<file path="config.mk">
export PLATFORM = sky130hd
export DESIGN_NAME = pipe_hazard_unit
export DESIGN_NICKNAME = d
export VERILOG_FILES = /design/src/rtl/pipe_hazard_unit.sv
export SDC_FILE = /design/constraint.sdc
export NUM_CORES = 1
export LEC_CHECK = 0
export CAP_MARGIN = 10
export CORE_UTILIZATION = 55
export CTS_CLUSTER_DIAMETER = 150
export DETAILED_ROUTE_END_ITERATION = 12
export DONT_BUFFER_PORTS = 1
export HOLD_SLACK_MARGIN = 0.08
export PLACE_DENSITY_LB_ADDON = 0.3
export SLEW_MARGIN = 20
export SYNTH_ARGS = -nofsm -noshare
export SYNTH_HDL_FRONTEND = slang
export SYNTH_SLANG_ARGS = --single-unit
</file>
<file path="constraint.sdc">
create_clock -name clk_i -period 2.9 [get_ports clk_i]
set_clock_uncertainty 0.1 [all_clocks]
set_input_delay 0.725 -clock clk_i [delete_from_list [all_inputs] [get_ports clk_i]]
set_output_delay 0.725 -clock clk_i [all_outputs]
set_load 0.05 [all_outputs]
</file>
<file path="src/rtl/pipe_hazard_unit.sv">
`default_nettype none
// ============================================================================
//  Module      : pipe_hazard_unit
//  Description : Hazard detection and forwarding control for a 5-stage
//                in-order pipeline. A 2-entry scoreboard tracks the
//                destinations of the instructions in EX (S0) and MEM (S1).
//                It is used to raise a stall for the instruction in ID, a
//                flush on a taken branch, and registered EX operand-forward
//                selects. Stall and flush cycles are counted by saturating
//                performance counters.
//  Revision    : 1.0 - initial release
// ----------------------------------------------------------------------------
//  Configuration macro:
//    PIPE_HAZARD_FORWARD_EN  defined   : forwarding on. Only a load-use
//                                        dependency on the EX occupant stalls
//                                        (1 cycle).
//                            undefined : no forwarding. Any dependency on the
//                                        EX or MEM occupant stalls (up to
//                                        2 cycles). fwd_a_o/fwd_b_o read 00.
// ----------------------------------------------------------------------------
//  Ports:
//    clk_i           in   1       clock, rising edge
//    rst_i           in   1       asynchronous reset, active low
//    id_valid_i      in   1       valid instruction in ID
//    id_rs_i/id_rt_i in   REG_AW  ID source register addresses
//    id_rs_use_i     in   1       ID instruction reads rs
//    id_rt_use_i     in   1       ID instruction reads rt
//    id_rd_i         in   REG_AW  ID destination register (after RegDst)
//    id_regwrite_i   in   1       ID instruction writes the register file
//    id_memread_i    in   1       ID instruction is a load
//    branch_taken_i  in   1       branch in MEM is taken
//    stall_o         out  1       hold PC and IF/ID, bubble into ID/EX
//    flush_o         out  1       kill IF/ID, ID/EX and EX/MEM
//    fwd_a_o/fwd_b_o out  2       EX operand select (00 RF, 01 EX/MEM,
//                                 10 MEM/WB)
//    stall_cnt_o     out  CNT_W   saturating count of stall cycles
//    flush_cnt_o     out  CNT_W   saturating count of flush cycles
// ============================================================================
module pipe_hazard_unit #(
    parameter int REG_AW = 5,
    parameter int CNT_W  = 16
) (
    input  logic              clk_i,
    input  logic              rst_i,
    input  logic              id_valid_i,
    input  logic [REG_AW-1:0] id_rs_i,
    input  logic [REG_AW-1:0] id_rt_i,
    input  logic              id_rs_use_i,
    input  logic              id_rt_use_i,
    input  logic [REG_AW-1:0] id_rd_i,
    input  logic              id_regwrite_i,
    input  logic              id_memread_i,
    input  logic              branch_taken_i,
    output logic              stall_o,
    output logic              flush_o,
    output logic [1:0]        fwd_a_o,
    output logic [1:0]        fwd_b_o,
    output logic [CNT_W-1:0]  stall_cnt_o,
    output logic [CNT_W-1:0]  flush_cnt_o
);

    localparam logic [REG_AW-1:0] c_reg_zero = '0;
    localparam logic [CNT_W-1:0]  c_cnt_one  = CNT_W'(1);
    localparam logic [CNT_W-1:0]  c_cnt_max  = '1;

    // ------------------------------------------------------------------
    // Scoreboard: S0 = EX occupant, S1 = MEM occupant
    // ------------------------------------------------------------------
    logic              r_s0_valid;
    logic [REG_AW-1:0] r_s0_rd;
    logic              r_s0_regwrite;
    logic              r_s0_memread;
    logic              r_s1_valid;
    logic [REG_AW-1:0] r_s1_rd;
    logic              r_s1_regwrite;
    logic              r_s1_memread;

    logic [CNT_W-1:0]  r_stall_cnt;
    logic [CNT_W-1:0]  r_flush_cnt;

    logic w_a_s0;
    logic w_b_s0;
    logic w_a_s1;
    logic w_b_s1;
    logic w_hazard;
    logic w_stall;
    logic w_flush;

    // A load's memread bit is only consulted while it sits in EX; the MEM
    // copy is carried for completeness of the entry.
    logic w_unused_s1_memread;
    assign w_unused_s1_memread = r_s1_memread;

    // Producer matches. Writes to register 0 never create a dependency.
    assign w_a_s0 = r_s0_valid & r_s0_regwrite & (r_s0_rd != c_reg_zero)
                  & (r_s0_rd == id_rs_i) & id_rs_use_i;
    assign w_b_s0 = r_s0_valid & r_s0_regwrite & (r_s0_rd != c_reg_zero)
                  & (r_s0_rd == id_rt_i) & id_rt_use_i;
    assign w_a_s1 = r_s1_valid & r_s1_regwrite & (r_s1_rd != c_reg_zero)
                  & (r_s1_rd == id_rs_i) & id_rs_use_i;
    assign w_b_s1 = r_s1_valid & r_s1_regwrite & (r_s1_rd != c_reg_zero)
                  & (r_s1_rd == id_rt_i) & id_rt_use_i;

`ifdef PIPE_HAZARD_FORWARD_EN
    // With forwarding, only a load in EX cannot supply its result in time.
    assign w_hazard = r_s0_memread & (w_a_s0 | w_b_s0);
`else
    assign w_hazard = w_a_s0 | w_b_s0 | w_a_s1 | w_b_s1;
`endif

    // Both strobes are forced low while reset is held. A taken branch
    // wins over a stall since the stalled instruction is being killed.
    assign w_flush = rst_i & branch_taken_i;
    assign w_stall = rst_i & id_valid_i & ~branch_taken_i & w_hazard;

    assign stall_o = w_stall;
    assign flush_o = w_flush;

    always_ff @(posedge clk_i or negedge rst_i) begin
        if (!rst_i) begin
            r_s0_valid    <= 1'b0;
            r_s0_rd       <= '0;
            r_s0_regwrite <= 1'b0;
            r_s0_memread  <= 1'b0;
            r_s1_valid    <= 1'b0;
            r_s1_rd       <= '0;
            r_s1_regwrite <= 1'b0;
            r_s1_memread  <= 1'b0;
        end else if (w_flush) begin
            // The EX occupant (moving to MEM) and the ID occupant are killed.
            r_s0_valid    <= 1'b0;
            r_s0_rd       <= '0;
            r_s0_regwrite <= 1'b0;
            r_s0_memread  <= 1'b0;
            r_s1_valid    <= 1'b0;
            r_s1_rd       <= '0;
            r_s1_regwrite <= 1'b0;
            r_s1_memread  <= 1'b0;
        end else begin
            r_s1_valid    <= r_s0_valid;
            r_s1_rd       <= r_s0_rd;
            r_s1_regwrite <= r_s0_regwrite;
            r_s1_memread  <= r_s0_memread;
            if (w_stall) begin
                r_s0_valid    <= 1'b0;
                r_s0_rd       <= '0;
                r_s0_regwrite <= 1'b0;
                r_s0_memread  <= 1'b0;
            end else begin
                r_s0_valid    <= id_valid_i;
                r_s0_rd       <= id_rd_i;
                r_s0_regwrite <= id_regwrite_i;
                r_s0_memread  <= id_memread_i;
            end
        end
    end

    // ------------------------------------------------------------------
    // Forward selects, registered on the edge that moves ID into EX
    // ------------------------------------------------------------------
`ifdef PIPE_HAZARD_FORWARD_EN
    logic       w_bubble;
    logic [1:0] w_fwd_a_nxt;
    logic [1:0] w_fwd_b_nxt;
    logic [1:0] r_fwd_a;
    logic [1:0] r_fwd_b;

    assign w_bubble = w_stall | w_flush | ~id_valid_i;

    // The nearer producer (EX/MEM) holds the newer value, so it wins.
    always_comb begin
        w_fwd_a_nxt = 2'b00;
        w_fwd_b_nxt = 2'b00;
        if (!w_bubble) begin
            if (w_a_s0) begin
                w_fwd_a_nxt = 2'b01;
            end else if (w_a_s1) begin
                w_fwd_a_nxt = 2'b10;
            end
            if (w_b_s0) begin
                w_fwd_b_nxt = 2'b01;
            end else if (w_b_s1) begin
                w_fwd_b_nxt = 2'b10;
            end
        end
    end

    always_ff @(posedge clk_i or negedge rst_i) begin
        if (!rst_i) begin
            r_fwd_a <= 2'b00;
            r_fwd_b <= 2'b00;
        end else begin
            r_fwd_a <= w_fwd_a_nxt;
            r_fwd_b <= w_fwd_b_nxt;
        end
    end

    assign fwd_a_o = r_fwd_a;
    assign fwd_b_o = r_fwd_b;
`else
    assign fwd_a_o = 2'b00;
    assign fwd_b_o = 2'b00;
`endif

    // ------------------------------------------------------------------
    // Saturating performance counters
    // ------------------------------------------------------------------
    always_ff @(posedge clk_i or negedge rst_i) begin
        if (!rst_i) begin
            r_stall_cnt <= '0;
            r_flush_cnt <= '0;
        end else begin
            if (w_stall && (r_stall_cnt != c_cnt_max)) begin
                r_stall_cnt <= r_stall_cnt + c_cnt_one;
            end
            if (w_flush && (r_flush_cnt != c_cnt_max)) begin
                r_flush_cnt <= r_flush_cnt + c_cnt_one;
            end
        end
    end

    assign stall_cnt_o = r_stall_cnt;
    assign flush_cnt_o = r_flush_cnt;

endmodule
`default_nettype wire

</file>
# Yosys cells after proc, flatten, opt, wreduce, memory -nomap -nowiden
# Cells that the tools add are included.
[totals]
ff_bits = 46
output_inout_bits = 38
inputBits = 23
[classes]
muxes = 9
n_reduce_logical = 4
bitwise = 20
n_addsub = 2
eq_ne = 6
[op_table]
columns = ["cell", "count"]
rows = [
  ["16-bit by 1-bit adder with 16-bit output, second input constant", 2],
  ["16-bit inequality test, second input constant", 2],
  ["5-bit == test", 4],
  ["1-bit AND", 16],
  ["5-bit two-way mux", 3],
  ["5-bit nonzero test", 2],
  ["1-bit two-way mux", 6],
  ["1-bit OR", 3],
  ["1-bit logical AND", 2],
  ["1-bit NOT", 1],
]

# Logic depth before layout (Yosys ltp)
[depth]
ltp_word = 10
depth_mapped = 9
ltp_nobuf = 8

# Worst setup path before layout
# Ideal clock, no wire load.
[synth_path]
path_type = "input-to-output"
startpoint = "input id_rs_i[0]"
endpoint = "output stall_o"
required_time_ns = 2.075
path_buffers = 0
slack_ns = 0.237
stages = 6
t_arrival_ns = 1.838
cell_sequence = "xnor2_1 -> nand3_1 -> nor4_1 -> o21ai_1 -> nand2_1 -> and2_1"
[synth_via]
elab_chain_len = 7
elab_cells_between_ends = 10
cone_classes = "2 x eq/ne; 8 x bitwise"
[synth_rtl]
columns = ["item", "line_no", "source"]
rows = [
  ["start: declaration", "46", "input logic [REG_AW-1:0] id_rs_i,"],
  ["5-bit == test", "96", "& (r_s0_rd == id_rs_i) & id_rs_use_i;"],
  ["1-bit AND (2 in a row)", "96", ""],
  ["1-bit OR", "108", "assign w_hazard = w_a_s0 | w_b_s0 | w_a_s1 | w_b_s1;"],
  ["1-bit OR (*) (2 in a row)", "108", ""],
  ["1-bit AND (*)", "114", "assign w_stall = rst_i & id_valid_i & ~branch_taken_i & w_hazard;"],
  ["end: declaration", "54", "output logic stall_o,"],
]
# Mark *: on every way between the ends. The rest lies on a longest branch, timed or not.

# Final worst setup path
[layout_path]
startpoint = "register r_s0_rd[2]"
endpoint = "output stall_o"
[layout_via]
elab_chain_len = 8
elab_cells_between_ends = 12
cone_classes = "2 x eq/ne; 9 x bitwise; 1 x reduce/logical"
[layout_rtl]
columns = ["item", "line_no", "source"]
rows = [
  ["start: declaration", "70", "logic [REG_AW-1:0] r_s0_rd;"],
  ["start signal: assignment", "151", "r_s0_rd <= id_rd_i;"],
  ["5-bit nonzero test", "95, 97", ""],
  ["1-bit AND", "95, 97", ""],
  ["1-bit AND, on equally long branches (2 in a row)", "96, 98", ""],
  ["1-bit OR (*) (3 in a row)", "108", ""],
  ["1-bit AND (*)", "114", ""],
]
# Marked as above.

==> results by group <==
Global route
  – Grt ovf: 0
  – Grt met1 use: 0.247
  – Met3 usage: 0.0781
  – Largest net degree at the start of global routing: 47
  – GRT Total Usage: 0.240
  – Met2 Usage GRT: 0.434
  – First-pass GRT wire length: 7600 um
  – Initial antenna violation count: 0
  – Vias in the first global route: 1,729
  – Gr busiest metal: met2

Setup path
  – CP Data Required Time: 2.08 ns
  – CP Capture Type: primary output
  – Crit path launch type: flip-flop
  – CP Class: flip-flop to primary output
  – Arrival time at the worst endpoint: 2.18 ns
  – Largest fanout on the critical path: 2

Place
  – Hpwl dp: 3270 um
  – GP Congestion: 0.967
  – Place WS: 0.102 ns
  – I/O Buffers: 0

Finish
  – ANT cells: 0
  – Fillers: 278
  – Layout cells sized above 1: 0.190
  – FF+latch area: 1150 um2
  – Multi-input logic area: 1040 um2
  – Layout area overhead: 18.9%
  – Fin nets: 267

Die
  – Rows: 22
  – Core ar.: 3770 um2
  – Die ar.: 4300 um2
  – Die Y: 65.6 um
  – Die Wd: 65.6 um
  – Num ports: 61
  – Initial Util: 0.589

Power and ir drop
  – PD cells: 598 nW/um2
  – Static leakage: 1.21 nW
  – Clock power share: 0.302
  – Cell internal pwr: 1.09 mW
  – Sequential share of power: 0.449
  – Psw: 0.493 mW
  – Sw frac: 0.312
  – Comb pwr share: 0.249
  – Max rail drop VDD: 0.000639 V

Detailed routing
  – Drc violations: 0
  – Via Count: 1,649
  – DR iter-0 viols: 123
  – Vias per inst: 5.69
  – WL/cell: 16.2 um
  – Router iterations before antenna repair: 4
  – Routed Antenna Nets: 0
  – Final WL: 4680 um

Synth
  – Post-synthesis simple-gate area fraction: 0.212
  – #FFs+latches synth: 46
  – Cell taking the most area after synthesis: dfrtp_1
  – Synth top area share: 0.518
  – Post-synthesis mux area share: 0.00507
  – Adder-Cell Fraction of Synth Area: 0.0113
  – Yosys Warn Count: 0
  – Mapped cell area: 2220 um2
  – Most used DFF post-synth: dfrtp_1
  – Post-synthesis compound-gate area fraction: 0.0434
  – Top cells by area, synth: dfrtp_1, xnor2_1, xor2_1
  – Count leader, synth: dfrtp_1
  – EDFF count, synth: 0
  – Register area share after synthesis: 0.518
  – Post-synthesis xor/xnor area fraction: 0.185
  – Async S/R FF share, synth: 1.00
  – Syn Area/Cell: 10.8 um2
  – Largest family of logic cells by synthesized area: simple AND/OR/NAND/NOR gates
  – Synth top cells by count: dfrtp_1, xnor2_1, nand2_1, nand3_1, and2_1
  – Count of different cell masters after synthesis: 25
  – Cells after synthesis: 206

Clocking
  – Clock slew at reported path FFs: 0.08 ns
  – CTS H-tree lvls: 2
  – Clock Tree Buf Depth: 2
  – Root buffer cell: clkbuf_8
  – CTS tree: built
  – Clock latency on the worst-skew pair: 0.29 ns
  – Clock sinks: 46
  – Cts bufs inserted: 5

Timing
  – Worst Max-Slew Pin Slew: 0.576 ns
  – Period utilization: 1.04
  – Setup TNS Final: -0.107 ns
  – Fmax: 0.333 GHz
  – Setup Viol. Count Final: 1
  – Slack of the critical path: -0.107 ns
  – Final min period: 3.01 ns
  – Slew headroom: 0.614
  – Slew Limit Fails: 0
  – RSZ-0062 raised after global routing: true
  – Final Hold Fails: 0

Job
  – Max-Cap Viols: 0

Run status
  – Failing checks: setup timing
  – Status: complete, but fails checks

Hold path
  – Hold Path Class: input port to async pin
## layout by cell type, fill, tap and decap left out, drive strengths merged, types with 6 or more instances in the layout
| cell | count |
|---|---|
| nand3 | 17 |
| xor2 | 12 |
| nor2 | 9 |
| o21ai | 6 |
| nand4 | 9 |
| buf | 31 |
| xnor2 | 35 |
| dfrtp | 46 |
| clkbuf | 6 |
| nand2 | 20 |
| and2 | 15 |
| and3 | 7 |
## routing by layer
| layer | vias to the layer above | share of wire |
|---|---|---|
| met5 | - | 0 |
| met4 | 0 | 0.022 |
| met3 | 10 | 0.061 |
| met2 | 54 | 0.52 |
| met1 | 818 | 0.39 |
| li1 | 767 | - |
## flip-flops by register name (all words and copies together) (netlist names)
name and count:
r_s1_regwrite 1, r_s1_rd 5, flush_cnt_o 16, stall_cnt_o 16, r_s0_regwrite 1, r_s0_rd 5
r_s0_valid 1, r_s1_valid 1
## final cells by class
type,count,share of cell area
Sequential cell,46,0.436
Clock inverter,1,0.0114
Inverter,3,0.00426
Timing Repair Buffer,31,0.100
Multi-Input combinational cell,155,0.394
Clock buffer,6,0.0313
Tap cell,48,0.0227
## kinds of logic (layout without fill, tap and decap cells)
kind of cell    Yosys count  count (layout)
compound gates           13              13
fa+ha+maj                 2               2
xor+xnor                 47              47
simple gates             88              88
mux                       1               1
flops                    46              46
buf+inv                   8              41
other cells               1               4
## power groups by stage
stage,registers (mW),clock network [mW],logic [mW]
floorplan,0.881,0,0.113
global placement,0.724,0,0.347
detailed placement,0.726,0,0.360
CTS,0.709,0.484,0.393
global route,0.714,0.516,0.418
finish,0.710,0.477,0.394
## worst max-delay path: stages (launching register included)
cell	delay, ns
dfrtp_1	0.40
or4_1	0.53
o211ai_2	0.21
nor4_1	0.10
o21ai_1	0.21
nand2_1	0.13
and2_4	0.17
buf_12	0.14
## through the flow
stage,std cells,power (mW),cell area [um2],util,hold WS (ns)
detailed placement,274,1.09,2430,0.644,0.330
global placement,274,1.07,2430,0.644,0.330
global route,290,1.65,2640,0.701,0.161
CTS,290,1.59,2640,0.701,0.173
finish,290,1.58,2640,0.701,0.168
floorplan,209,0.993,2230,-,0.329
## repair_timing
item	in CTS	in global routing
hold buffers	1	0
resized for setup	3	0
endpoints found under the hold margin	46	0
buffers inserted	8	0
pin swaps	6	0
setup endpoints to repair	1	1
## final timing paths
| path | start | endpoint | slack, ns | depth (start not counted) |
|---|---|---|---|---|
| worst min-delay path | rst_i | stall_cnt_o[6]$_DFFE_PN0P_ | 0.17 | 1 |
| min in group clk_i | r_s0_regwrite$_DFF_PN0_ | r_s1_regwrite$_DFF_PN0_ | 0.41 | 1 |
| max in group asynchronous | rst_i | r_s0_regwrite$_DFF_PN0_ | 2.33 | 1 |
| worst min register to register | r_s0_regwrite$_DFF_PN0_ | r_s1_regwrite$_DFF_PN0_ | 0.41 | 1 |
| worst max-delay path | r_s0_rd[2]$_DFF_PN0_ | stall_o | -0.11 | 7 |
| worst max register to register | r_s1_rd[2]$_DFF_PN0_ | stall_cnt_o[1]$_DFFE_PN0P_ | 0.59 | 8 |
No activity file was read; power rests on OpenSTA's default activity.
